<file path="src/rtl/aes_inv_round_ctrl.sv">
`default_nettype none
// +----------------------------------------------------------------------------+
// | Module   : aes_inv_round_ctrl                                              |
// | Purpose  : Sequencing controller for an AES-128 decryption datapath.       |
// |            Accepts a ciphertext block, applies the initial AddRoundKey     |
// |            with the last round key, then steps an external combinational   |
// |            inverse-round unit once per clock while walking the round-key   |
// |            index down to zero, and presents the plaintext on an output     |
// |            valid/ready handshake.                                          |
// | Ports    : clk, rst         - clock, synchronous active-high reset         |
// |            key_ready        - key store holds a valid expanded key         |
// |            in_valid/in_ready/in_data    - ciphertext input handshake       |
// |            rk_idx/rk_data   - round-key index out, round key back          |
// |            dp_state/dp_last/dp_result   - inverse-round unit interface     |
// |            out_valid/out_ready/out_data - plaintext output handshake       |
// |            busy             - block in flight (ROUND or DONE)              |
// | Revision : 1.0 - initial release                                           |
// +----------------------------------------------------------------------------+
module aes_inv_round_ctrl #(
  parameter int NR = 10,
  parameter int DW = 128
) (
  input  logic          clk,
  input  logic          rst,
  input  logic          key_ready,
  input  logic          in_valid,
  output logic          in_ready,
  input  logic [DW-1:0] in_data,
  output logic [3:0]    rk_idx,
  input  logic [DW-1:0] rk_data,
  output logic [DW-1:0] dp_state,
  output logic          dp_last,
  input  logic [DW-1:0] dp_result,
  output logic          out_valid,
  input  logic          out_ready,
  output logic [DW-1:0] out_data,
  output logic          busy
);

  localparam logic [3:0] RK_LAST   = 4'(NR);
  localparam logic [3:0] RND_FIRST = 4'(NR - 1);

  typedef enum logic [1:0] {
    IDLE  = 2'd0,
    ROUND = 2'd1,
    DONE  = 2'd2
  } state_t;

  state_t        fsm;
  logic [3:0]    rnd;
  logic [DW-1:0] st;

  // Acceptance follows key_ready combinationally so a block can be taken in
  // the same cycle the key store becomes valid; forced low while in reset.
  assign in_ready = (fsm == IDLE) && key_ready && !rst;

  // The state register feeds both the datapath and the output port; since st
  // only changes in IDLE (on accept) and ROUND, out_data is stable in DONE.
  assign dp_state = st;
  assign out_data = st;
  assign dp_last  = (fsm == ROUND) && (rnd == 4'd0);

  // In IDLE the key store is pointed at the last round key so the initial
  // AddRoundKey can be folded into the accept cycle.
  always_comb begin
    rk_idx = 4'd0;
    case (fsm)
      IDLE:    rk_idx = RK_LAST;
      ROUND:   rk_idx = rnd;
      default: rk_idx = 4'd0;
    endcase
  end

  always_ff @(posedge clk) begin
    if (rst) begin
      fsm       <= IDLE;
      rnd       <= 4'd0;
      st        <= '0;
      out_valid <= 1'b0;
      busy      <= 1'b0;
    end else begin
      case (fsm)
        IDLE: begin
          if (in_valid && in_ready) begin
            st   <= in_data ^ rk_data;
            rnd  <= RND_FIRST;
            fsm  <= ROUND;
            busy <= 1'b1;
          end
        end
        ROUND: begin
          st <= dp_result;
          if (rnd == 4'd0) begin
            fsm       <= DONE;
            out_valid <= 1'b1;
          end else begin
            rnd <= rnd - 4'd1;
          end
        end
        DONE: begin
          if (out_ready) begin
            fsm       <= IDLE;
            out_valid <= 1'b0;
            busy      <= 1'b0;
          end
        end
        default: begin
          fsm       <= IDLE;
          out_valid <= 1'b0;
          busy      <= 1'b0;
        end
      endcase
    end
  end

endmodule
`default_nettype wire

</file>
<file path="config.mk">
export PLATFORM = sky130hd
export DESIGN_NAME = aes_inv_round_ctrl
export DESIGN_NICKNAME = d
export VERILOG_FILES = /design/src/rtl/aes_inv_round_ctrl.sv
export SDC_FILE = /design/constraint.sdc
export NUM_CORES = 1
export LEC_CHECK = 0
export CORE_AREA = 3 3 251 253
export CTS_CLUSTER_SIZE = 8
export DETAILED_ROUTE_END_ITERATION = 6
export DIE_AREA = 0 0 254 256
export PLACE_DENSITY = 0.5
export SLEW_MARGIN = 20
export SYNTH_ARGS = -nofsm -noshare
export SYNTH_HDL_FRONTEND = slang
export SYNTH_SLANG_ARGS = --single-unit
</file>
<file path="constraint.sdc">
create_clock -name clk -period 1.3 [get_ports clk]
set_input_delay 0.26 -clock clk [delete_from_list [all_inputs] [get_ports clk]]
set_output_delay 0.26 -clock clk [all_outputs]
set_load 0.005 [all_outputs]
</file>
==> results.cfg <==
[status]
outcome = finished with violations
failed_checks = negative setup slack

[job]
cap_viol_max_count = 0

[pwr]
internal_power_uw = 11000
clock_power_share_pct = 34.7
power_frac_comb_pct = 33.1
power.density_nw_per_um2 = 861
leakage_uw = 0.00791
max-vdd-ir-drop_v = 0.000847
switchingPower_uw = 4340
swShare_pct = 28.2
seq_power_share_pct = 32.1

[min_path]
worst_hold_startpoint = dp_result[89]
class_of_the_worst_hold_path = input pin to flop

[critical_path]
regToRegStartpoint = fsm[0]
worst-path-max-fanout = 2
criticalPathCategory = flop to primary output
critPathLaunchType = flop
cp_data_arrival_time_ns = 1.43
startpoint = rnd[1]
cp-end-kind = primary output
critical_path_required_ns = 1.04

[global_route]
first_pass_grt_wire_length_um = 58900
maximum_number_of_pins_on_one_net_before_global_route_repair = 34
globalRoute.totalOverflow = 0
first_global_vias = 9052
grt_antenna_before_repair = 0
gr-usage-all-layers_pct = 12.4

[detailed_routing]
route.vias.total = 8059
drt-total-wl_um = 42800
vias_per_cell = 3.67
post_drt_wl_per_cell_um = 19.5
drt-pass1-iter-count = 4
postRouteAntennaNets = 0
first_iter_violations = 236
remaining_drc_errors = 0

[cells_and_area]
n_antenna_cell = 0
layout.cells.most_common = sky130_fd_sc_hd__clkdlybuf4s50_1
core_occupancy_in_the_finished_layout_pct = 29.1
area.growth.synth_to_final_pct = 124
most-common-layout-cells = 388 x sky130_fd_sc_hd__clkdlybuf4s50_1, 153 x sky130_fd_sc_hd__buf_2, 144 x sky130_fd_sc_hd__buf_6, 128 x sky130_fd_sc_hd__xor2_1, 102 x sky130_fd_sc_hd__dfxtp_2
post_route_cells_drive_above_1_share_pct = 54.2
stdcell_count = 2197
finish.net_count = 1785

[synthesis]
synth_flop_cell = sky130_fd_sc_hd__dfxtp_1
synth-xor-area-share_pct = 14.1
synth_cell_type_count = 34
yosys_warnings = 0
synthesis.area_um2 = 7950
asyncSetResetFlopFracSynth_pct = 0
syn-mean-instance-area_um2 = 10.8
synth-adder-area-share_pct = 0.315
synth_top_family_by_area = buffers and inverters
ys_seq_area_share_pct = 34.3
synth_enable_flop_cells = 0
post_synth_and_or_nand_nor_area_fraction_pct = 1.64
number_of_nets_produced_by_synthesis = 1124
synth_compound_area_share_pct = 15.7
ys_seq_elements = 136
muxShareOfSynthArea_pct = 16.1
synthesized_instance_count = 733

[die]
start_util_pct = 13.0
total_die_area_um2 = 65000
placeableCoreArea_um2 = 61300
die_width_um = 254
number_of_rows_created_at_floorplan = 91
die_y_um = 256
top_level_ports = 653

[clock_network]
clkSinkCount = 136
clock_tree.buffer_depth = 2
cts_hold_buf = 0
cts_tree = done
clkLatencyLatePin_ns = 0.45
path_clk_slew_ns = 0.07
clock-root-buffer = sky130_fd_sc_hd__clkbuf_16
clock_tree.htree_level_count = 4
cts_inserted_buffers = 17

[timing]
finClkSkew_ns = 0.00850
timing_worst_slew_pin_value_ns = 0.407
timing.final.setup_violations = 139
worst_case_headroom_to_the_max_slew_limit_pct = 72.7
period_minus_slack_ns = 1.69
final_min_period_over_clock_period_pct = 130
setup_repair_after_global_routing_missed_its_margin = yes
maxSlewViolCount = 0
total_neg_setup_slack_ns = -44.10
finalHoldViolations = 0
setup_ws_ns = -0.386
max_freq_ghz = 0.593

[placed_design]
numPortBuffers = 652
place_inst = 2066
final_weighted_congestion_in_routability_driven_placement = 0.753
hpwl_um = 28000
## power by group through the flow
stage          clock network, uW  registers (uW)  logic (uW)
2_1_floorplan                  0            4830        1570
3_3_place_gp                   0            4930        4030
3_5_place_dp                   0            4920        4030
4_1_cts                     5590            4830        4970
5_1_grt                     5770            5030        5410
6_report                    5340            4940        5090
## synth_stat cells (all sizes together) (2+ instances only)
master   number  area, um^2
a21oi         5        28.8
a22oi         2        20.0
a32o          2        22.5
and2          2        12.5
and3          2        12.5
buf         164        1370
clkbuf        9        35.0
dfxtp       136        2720
ha            2        25.0
inv           5        18.8
mux2i       128        1280
nor2          4        15.0
nor3          2        10.0
nor3b         2        15.0
o21a          3        22.5
o2bb2ai     128        1120
xor2        128        1120
## per-layer routing
metal  GRT usage, %  share of wire (%)
met1           13.7                 41
met5              0                  0
met3           2.90                5.8
met4           4.06                2.5
met2           23.2                 51
## through the flow
step	setup WS (ns)	total power [uW]	area (um^2)	hold slack (ns)
global route	-0.478	16200	17800	0.395
detailed placement	-0.633	8950	14700	0.464
global placement	-0.612	8960	14700	0.455
CTS	-0.485	15400	17100	0.372
floorplan	-0.0403	6400	8030	0.393
finish	-0.386	15400	17800	0.426
## flip-flops by register name, summed over array words and instances, names as in the netlist
| name | flops |
|---|---|
| fsm | 2 |
| busy | 1 |
| rnd | 4 |
| out_valid | 1 |
| dp_state | 128 |
## path summary, 6_finish.rpt
kind,end,slack [ns],cells after the start
worst max register to register,dp_state[57],-0.38,9
worst min-delay path,dp_state[89],0.43,3
worst max-delay path,dp_last,-0.39,5
worst min register to register,dp_state[51],0.47,1
## timing repair
item | 4_1_cts | 5_1_grt
resized for setup | 1459 | 254
pin swaps | 12 | 60
buffers inserted | 141 | 25
setup endpoints to repair | 397 | 248
gates cloned | 18 | 13
## final cells by class
| cell class | instances | area, um^2 |
|---|---|---|
| well taps | 790 | 988 |
| flip-flops and latches | 136 | 2970 |
| clock inverters | 13 | 191 |
| clock buffers | 19 | 443 |
| repair buffers | 814 | 8190 |
| inverters | 5 | 18.8 |
| fillers | 6371 | 43400 |
| multi-input cells | 420 | 5040 |
## kinds of logic (layout without fill, tap and decap cells)
kind of cell	Yosys count	count (layout)
buffers and inverters	178	851
AO/OA/AOI/OAI	143	143
flip-flops	136	136
XOR/XNOR	128	128
multiplexers	128	128
AND/OR/NAND/NOR	18	19
adder cells (fa/ha/maj)	2	2
## worst max-delay path, cell delays in order, from the launching register on
cell	delay [ns]
sky130_fd_sc_hd__dfxtp_2	0.32
sky130_fd_sc_hd__inv_2	0.07
sky130_fd_sc_hd__ha_4	0.13
sky130_fd_sc_hd__nor3b_2	0.14
sky130_fd_sc_hd__and3_4	0.21
sky130_fd_sc_hd__buf_6	0.10
(Power assumes the default switching activity.)
